===== src/rtl/rotary_pkg.sv =====
// Shared definitions for the rotary value controller.
//   deb_state_t : button debounce FSM states
//   DIR_*       : step direction encoding of {left, right}
package rotary_pkg;

  typedef enum logic [1:0] {
    IDLE,
    PRESS_WAIT,
    HELD,
    RELEASE_WAIT
  } deb_state_t;

  localparam logic [1:0] DIR_NONE = 2'b00;
  localparam logic [1:0] DIR_UP   = 2'b01;
  localparam logic [1:0] DIR_DOWN = 2'b10;
  localparam logic [1:0] DIR_BOTH = 2'b11;

endpackage


===== src/rtl/rotary_value_ctrl_if.sv =====
// Step/load request and value/strobe result bundle of the rotary value controller.
//   left, right     : one-cycle step pulses (decrement / increment)
//   wrap            : 1 = wrap at the limits, 0 = saturate
//   load, load_value: one-cycle preload request and its value
//   value           : current setting
//   changed, select : one-cycle strobes
//   fast            : last applied step used the fast increment
interface rotary_value_ctrl_if #(
  parameter int WIDTH = 8
);
  logic             left;
  logic             right;
  logic             wrap;
  logic             load;
  logic [WIDTH-1:0] load_value;
  logic [WIDTH-1:0] value;
  logic             changed;
  logic             select;
  logic             fast;

  modport master (
    output left, right, wrap, load, load_value,
    input  value, changed, select, fast
  );

  modport slave (
    input  left, right, wrap, load, load_value,
    output value, changed, select, fast
  );
endinterface


===== src/rtl/button_debounce.sv =====
// Push-button debouncer: 2-flop synchroniser, stable-cycle counter and a
// four-state FSM. Emits a one-cycle select on each debounced press.
//   clk, rst : clock, asynchronous active-low reset
//   press    : raw asynchronous button level (1 = pressed)
//   select   : one-cycle strobe on a debounced press
module button_debounce
  import rotary_pkg::*;
#(
  parameter int DEBOUNCE = 50000
) (
  input  logic clk,
  input  logic rst,
  input  logic press,
  output logic select
);

  localparam int CW = (DEBOUNCE > 1) ? $clog2(DEBOUNCE) : 1;
  localparam logic [CW-1:0] CNT_LAST = CW'(DEBOUNCE - 1);

  logic [1:0]    sync;
  logic          press_s;
  logic [CW-1:0] cnt;
  logic          cnt_clr;
  deb_state_t    state, state_n;

  assign press_s = sync[1];

  always_ff @(posedge clk or negedge rst) begin
    if (!rst) begin
      sync  <= '0;
      state <= IDLE;
      cnt   <= '0;
    end else begin
      sync  <= {sync[0], press};
      state <= state_n;
      cnt   <= cnt_clr ? '0 : cnt + 1'b1;
    end
  end

  // The counter is held clear in the stable states, so it starts from zero
  // on entry to either wait state.
  always_comb begin
    state_n = state;
    cnt_clr = 1'b0;
    select  = 1'b0;
    case (state)
      IDLE: begin
        cnt_clr = 1'b1;
        if (press_s) state_n = PRESS_WAIT;
      end
      PRESS_WAIT: begin
        if (!press_s) begin
          state_n = IDLE;
        end else if (cnt == CNT_LAST) begin
          state_n = HELD;
          select  = 1'b1;
        end
      end
      HELD: begin
        cnt_clr = 1'b1;
        if (!press_s) state_n = RELEASE_WAIT;
      end
      RELEASE_WAIT: begin
        if (press_s) state_n = HELD;
        else if (cnt == CNT_LAST) state_n = IDLE;
      end
      default: state_n = IDLE;
    endcase
  end

endmodule


===== src/rtl/rotary_value_ctrl.sv =====
// Turns decoded rotary step pulses and a raw button into a bounded setting
// value with step acceleration, saturate/wrap limits, preload and a
// debounced select strobe.
//   clk, rst : clock, asynchronous active-low reset
//   press    : raw button level
//   bus      : step/load requests in, value/changed/select/fast out
module rotary_value_ctrl
  import rotary_pkg::*;
#(
  parameter int WIDTH       = 8,
  parameter int MIN         = 0,
  parameter int MAX         = 255,
  parameter int FAST_WINDOW = 500000,
  parameter int FAST_STEP   = 8,
  parameter int DEBOUNCE    = 50000
) (
  input  logic                clk,
  input  logic                rst,
  input  logic                press,
  rotary_value_ctrl_if.slave  bus
);

  localparam int AW = WIDTH + 2;
  typedef logic signed [AW-1:0] arith_t;

  localparam arith_t MIN_A  = arith_t'(MIN);
  localparam arith_t MAX_A  = arith_t'(MAX);
  localparam arith_t FAST_A = arith_t'(FAST_STEP);
  localparam arith_t ONE_A  = arith_t'(1);

  localparam int CW = $clog2(FAST_WINDOW + 1);
  localparam logic [CW-1:0] FW_C = CW'(FAST_WINDOW);
  localparam logic [CW:0]   FW_E = (CW + 1)'(FAST_WINDOW);

  logic [WIDTH-1:0] value_r, value_n;
  logic             changed_r;
  logic             fast_r, fast_n;
  logic [CW-1:0]    icnt, icnt_n;
  logic             fast_step;
  logic             accept;
  arith_t           cur, step_a, res;

  function automatic arith_t clamp(input arith_t x);
    if (x < MIN_A) return MIN_A;
    if (x > MAX_A) return MAX_A;
    return x;
  endfunction

  always_comb begin
    value_n = value_r;
    fast_n  = fast_r;
    icnt_n  = icnt;
    accept  = 1'b0;
    cur     = $signed({2'b00, value_r});
    // icnt restarts at zero the cycle after a step, so icnt+1 is the
    // number of cycles since that step.
    fast_step = ({1'b0, icnt} + 1'b1) < FW_E;
    step_a    = fast_step ? FAST_A : ONE_A;
    res       = cur;

    if (bus.load) begin
      res     = clamp($signed({2'b00, bus.load_value}));
      value_n = res[WIDTH-1:0];
    end else begin
      case ({bus.left, bus.right})
        DIR_UP: begin
          res    = cur + step_a;
          accept = 1'b1;
        end
        DIR_DOWN: begin
          res    = cur - step_a;
          accept = 1'b1;
        end
        DIR_NONE, DIR_BOTH: accept = 1'b0;
        default: accept = 1'b0;
      endcase

      if (accept) begin
        if (bus.wrap) begin
          if (res > MAX_A) res = MIN_A;
          else if (res < MIN_A) res = MAX_A;
        end else begin
          res = clamp(res);
        end
        value_n = res[WIDTH-1:0];
        fast_n  = fast_step;
        icnt_n  = '0;
      end else if (icnt != FW_C) begin
        icnt_n = icnt + 1'b1;
      end
    end
  end

  always_ff @(posedge clk or negedge rst) begin
    if (!rst) begin
      value_r   <= WIDTH'(MIN);
      changed_r <= 1'b0;
      fast_r    <= 1'b0;
      icnt      <= FW_C;
    end else begin
      value_r   <= value_n;
      changed_r <= (value_n != value_r);
      fast_r    <= fast_n;
      icnt      <= icnt_n;
    end
  end

  assign bus.value   = value_r;
  assign bus.changed = changed_r;
  assign bus.fast    = fast_r;

  button_debounce #(
    .DEBOUNCE(DEBOUNCE)
  ) u_debounce (
    .clk    (clk),
    .rst    (rst),
    .press  (press),
    .select (bus.select)
  );

endmodule


===== src/flat_wrapper.sv =====
// flat-port wrapper written by rule: the top's interface ports become plain ports
module rotary_value_ctrl_flat import rotary_pkg::*;
#(
  parameter int WIDTH       = 8,
  parameter int MIN         = 0,
  parameter int MAX         = 255,
  parameter int FAST_WINDOW = 500000,
  parameter int FAST_STEP   = 8,
  parameter int DEBOUNCE    = 50000
)
  (clk, rst, press, bus_left, bus_right, bus_wrap, bus_load, bus_load_value, bus_value, bus_changed, bus_select, bus_fast);
  rotary_value_ctrl_if #(.WIDTH(WIDTH)) bus_i ();
  input  logic clk;
  input  logic rst;
  input  logic press;
  input wire logic [$bits(bus_i.left)-1:0] bus_left;
  input wire logic [$bits(bus_i.right)-1:0] bus_right;
  input wire logic [$bits(bus_i.wrap)-1:0] bus_wrap;
  input wire logic [$bits(bus_i.load)-1:0] bus_load;
  input wire logic [$bits(bus_i.load_value)-1:0] bus_load_value;
  output wire logic [$bits(bus_i.value)-1:0] bus_value;
  output wire logic [$bits(bus_i.changed)-1:0] bus_changed;
  output wire logic [$bits(bus_i.select)-1:0] bus_select;
  output wire logic [$bits(bus_i.fast)-1:0] bus_fast;
  assign bus_i.left = bus_left;
  assign bus_i.right = bus_right;
  assign bus_i.wrap = bus_wrap;
  assign bus_i.load = bus_load;
  assign bus_i.load_value = bus_load_value;
  assign bus_value = bus_i.value;
  assign bus_changed = bus_i.changed;
  assign bus_select = bus_i.select;
  assign bus_fast = bus_i.fast;
  rotary_value_ctrl #(.WIDTH(WIDTH), .MIN(MIN), .MAX(MAX), .FAST_WINDOW(FAST_WINDOW), .FAST_STEP(FAST_STEP), .DEBOUNCE(DEBOUNCE)) u_core (.clk(clk), .rst(rst), .press(press), .bus(bus_i));
endmodule

===== config.mk =====
export PLATFORM = sky130hd
export DESIGN_NAME = rotary_value_ctrl_flat
export DESIGN_NICKNAME = d
export VERILOG_FILES = /design/src/rtl/rotary_pkg.sv /design/src/rtl/rotary_value_ctrl_if.sv /design/src/rtl/button_debounce.sv /design/src/rtl/rotary_value_ctrl.sv /design/src/flat_wrapper.sv
export SDC_FILE = /design/constraint.sdc
export NUM_CORES = 1
export LEC_CHECK = 0
export ABC_AREA = 1
export BUFFER_PORTS_ARGS = -buffer_cell sky130_fd_sc_hd__buf_2
export CAP_MARGIN = 20
export CORE_MARGIN = 2
export CORE_UTILIZATION = 40
export CTS_BUF_LIST = sky130_fd_sc_hd__clkbuf_8
export DETAILED_ROUTE_END_ITERATION = 10
export HOLD_SLACK_MARGIN = 0.1
export SYNTH_ARGS = -nofsm -noshare
export SYNTH_HDL_FRONTEND = slang
export SYNTH_SLANG_ARGS = --single-unit

===== constraint.sdc =====
create_clock -name clk -period 3.75 [get_ports clk]
set_input_delay 0.75 -clock clk [delete_from_list [all_inputs] [get_ports clk]]
set_output_delay 0.75 -clock clk [all_outputs]
set_load 0.02 [all_outputs]

==> metrics.cfg <==
[detailed_routing]
vias=3521
postRouteAntennaNets=0
drt-pass1-iter-count=6
detailedRoute.firstIterationViolations=215
routed_wirelength_mm=9.602
avgRoutedWirePerCell_um=14.23
via_per_inst=5.216
drc=0

[grt]
antenna_found_initial=0
use_met1_pct=28.62
wire_length_of_the_first_global_routing_pass_mm=15.93
globalRoute.busiestLayer=met2
number_of_global_route_vias_before_repair=3384
grtUsageMet3_pct=2.766
met2_global_route_usage_pct=31.44
grt_usage_pct=19.72
globalRouteOverflowTotal=0
grt_start_max_net_pins=27

[finish]
flow.area_growth_from_synthesis_pct=21.38
layout.area.seq_mm2=0.001235
antenna-diode-count=0
nFillCells=853
multi_input_comb_area_mm2=0.002220
num-nets-final=592
fin_util_pct=50.09
drive_above_1_share_pct=29.28

[yosys]
netlist.top_cell.by_area=sky130_fd_sc_hd__dfrtp_1
postSynthAreaPerCell_um2=7.070
synth.net_count=535
yosys.area_share.adder_pct=3.825
synthCells=509
largest_family_of_logic_cells_by_synthesized_area=simple AND/OR/NAND/NOR gates
async_reset_ff_share_pct=100.0
synth-edff-count=0
fraction_of_the_mapped_netlist_area_in_compound_gates_pct=8.519
synth_largest_type_area_fraction_pct=29.21
yosysWarningCount=0
synth_unique_cells=38
post_synth_instance_area_mm2=0.003598
synth_top_flop_cell=sky130_fd_sc_hd__dfrtp_1
yosys_register_bits=49
synth_area_leaders=sky130_fd_sc_hd__dfrtp_1 (29%), sky130_fd_sc_hd__nand2_1 (14%), sky130_fd_sc_hd__nand3_1 (7.5%)
synth_mux_area_share_pct=0
synth_simple_gate_area_share_pct=40.72
part_of_the_yosys_area_used_for_sequential_elements_pct=34.32
synth_xor_area_share_pct=2.677

[power_and_ir_drop]
power.combinational.fraction_pct=24.6
power.static_leakage_nw=1.963
vdd.ir_drop.worst_uv=186.8
internal_power_mw=0.7956
share_clk_of_total_power_pct=26.9
power.share.switching_pct=35.05
power.density_mw_per_mm2=280.5
switching_power_mw=0.4294
pwr-share-seq_pct=48.5

[cts]
cts.sink_count=49
max-clock-path-buffers=2
total_clock_buffers_created_by_cts=5
insertion_delay_ns=0.31
cts_tree=built
h-tree-depth=2
cts_root_buf=sky130_fd_sc_hd__clkbuf_8
clkTransAtPathRegs_ns=0.10

[critical_path]
critPathMaxFanout=6
worst_path_max_delay_cell=sky130_fd_sc_hd__dfstp_2
critical_path_class=flop to flop
arrival_ns=4.02
reg2reg_setup_slack_ns=-0.07
r2r_start=u_core.icnt[5]
max_stage_delay_ns=0.59
crit_path_start_kind=flop
timing.reg2reg.worst_path_depth=25
crit_path_end_kind=flop
r2r_end=u_core.bus.changed
critical-path-top-cell-by-count=sky130_fd_sc_hd__nand3_2
req_time_crit_path_ns=3.95

[place]
buffer_ports.inserted=25
post_placement_setup_slack_ns=-0.2708
gp_routability_congestion=0.9314
place_hpwl_mm=6.865

[die]
ioPinCount=26
start_util_pct=41.26
core_area_mm2=0.008721
fp.dieW_um=98.85
fp-row-count=34
dieHeight_um=98.85
die_area_mm2=0.009770

[timing]
setup_viol=1
fin_ws_ns=-0.06669
finalHoldViolations=0
slew_headroom_pct=61.53
min_period_over_period_pct=101.8
rsz_0062_raised_after_global_routing=true
final.min_clock_period_ns=3.817
tightest_slew_ns=0.5765
fin_max_slew_vios=0
skew_ns=0.009768
fmax_ghz=0.2620

[outcome]
status=finished with violations
failed_checks=negative setup slack

[flow_run]
timing.max_cap.violations=0

[hold_path]
holdCritStartpoint=u_core.u_debounce.sync[0]
min-delay-path-class=flop to flop
worst_hold_path.endpoint=u_core.u_debounce.sync[1]
hold_depth=0

[cell usage in the layout (no fill, tap or decap), types with 5 or more instances in the layout]
master and instances:
sky130_fd_sc_hd__nand2_1 124, sky130_fd_sc_hd__inv_1 60, sky130_fd_sc_hd__nand3_1 43, sky130_fd_sc_hd__dfrtp_1 42, sky130_fd_sc_hd__buf_4 37, sky130_fd_sc_hd__nor2_1 33, sky130_fd_sc_hd__buf_2 25, sky130_fd_sc_hd__a21oi_1 21
sky130_fd_sc_hd__o21ai_0 20, sky130_fd_sc_hd__nand2_2 18, sky130_fd_sc_hd__nand3_2 13, sky130_fd_sc_hd__nand4_1 12, sky130_fd_sc_hd__nor2_2 11, sky130_fd_sc_hd__inv_2 9, sky130_fd_sc_hd__nor3_1 9, sky130_fd_sc_hd__o22ai_1 9
sky130_fd_sc_hd__or2_2 8, sky130_fd_sc_hd__nor2_4 7, sky130_fd_sc_hd__dfstp_2 7, sky130_fd_sc_hd__xor2_1 6, sky130_fd_sc_hd__ha_4 6, sky130_fd_sc_hd__ha_1 5, sky130_fd_sc_hd__clkbuf_8 5
[sequential cells by signal, summed over array words and instances (netlist names), named ones only]
register	count
u_core.bus.changed	1
u_core.bus.value	8
u_core.icnt	19
u_core.u_debounce.sync	2
u_core.bus.fast	1
u_core.u_debounce.cnt	16
u_core.u_debounce.state	1
[area by class of cell]
class | instances | area share, %
clock inverter | 3 | 0.5729
tap | 108 | 3.094
clock buffer | 5 | 1.575
inverter | 71 | 6.445
timing repair buffer | 62 | 9.224
sequential | 49 | 28.27
multi-input combinational | 377 | 50.82
[power groups by stage]
| stage | Clock, mW | Sequential, mW | Combinational [mW] |
|---|---|---|---|
| finish | 0.329 | 0.594 | 0.302 |
| global route | 0.369 | 0.599 | 0.342 |
| CTS | 0.345 | 0.590 | 0.278 |
| detailed placement | 0 | 0.599 | 0.272 |
| global placement | 0 | 0.598 | 0.271 |
| floorplan | 0 | 0.596 | 0.190 |
[metrics by stage]
stage / instance area, µm² / hold WS (ns) / std cells / TNS, ns / power (mW)
2_1_floorplan: 3598 / 0.3312 / 509 / 0 / 0.7862
3_3_place_gp: 3918 / 0.3450 / 648 / -0.2930 / 0.8697
4_1_cts: 4099 / 0.3768 / 664 / 0 / 1.214
5_1_grt: 4368 / 0.3915 / 675 / -0.4998 / 1.310
3_5_place_dp: 3918 / 0.3524 / 648 / -0.2708 / 0.8713
6_report: 4368 / 0.3713 / 675 / -0.06669 / 1.225
[worst max-delay path by stage]
stage,startpoint,end,slack (ns),depth (start not counted)
after global routing,u_core.icnt[5],u_core.bus.changed,-0.30,27
final,u_core.icnt[5],u_core.bus.changed,-0.07,25
after CTS,u_core.icnt[5],u_core.bus.changed,0.003,27
after detailed placement,u_core.icnt[0],u_core.bus.changed,-0.27,28
after floorplan,u_core.icnt[0],u_core.bus.changed,0.52,27
after global placement,u_core.icnt[0],u_core.bus.changed,-0.29,28
[critical path: cells and delay by family (launching register included)]
kind	cells	cell delay, ns
simple gates	20	2.27
xor+xnor	1	0.15
flops	1	0.59
buf+inv	3	0.41
fa+ha+maj	1	0.30
[metal layers]
metal | wire [µm] | up-vias
li1 | - | 1755
met4 | 134 | 0
met3 | 500 | 17
met5 | 0 | -
met2 | 4486 | 109
met1 | 4480 | 1640
[synthesized netlist by cell type (7+ instances only)]
library cell,number
sky130_fd_sc_hd__nor2_2,9
sky130_fd_sc_hd__inv_2,8
sky130_fd_sc_hd__nand4_1,12
sky130_fd_sc_hd__ha_1,11
sky130_fd_sc_hd__nand3_1,54
sky130_fd_sc_hd__dfrtp_1,42
sky130_fd_sc_hd__nor3_1,10
sky130_fd_sc_hd__inv_1,61
sky130_fd_sc_hd__nand2_2,11
sky130_fd_sc_hd__nand2_1,131
sky130_fd_sc_hd__dfstp_2,7
sky130_fd_sc_hd__a21oi_1,21
sky130_fd_sc_hd__or2_2,8
sky130_fd_sc_hd__xor2_1,8
sky130_fd_sc_hd__o21ai_0,20
sky130_fd_sc_hd__o22ai_1,9
sky130_fd_sc_hd__buf_2,7
sky130_fd_sc_hd__nor2_1,38
[logic make-up after synthesis]
group           Yosys count
compound gates           57
xor+xnor                 11
simple gates            298
flops                    49
fa+ha+maj                11
buf+inv                  83
[repair_timing]
item,in CTS,in global routing
pin swaps,2,22
resized for setup,7,38
buffers inserted,8,11
setup endpoints to repair,1,4
hold buffers,0,0
Note: power is estimated with default switching activity, not from simulation.
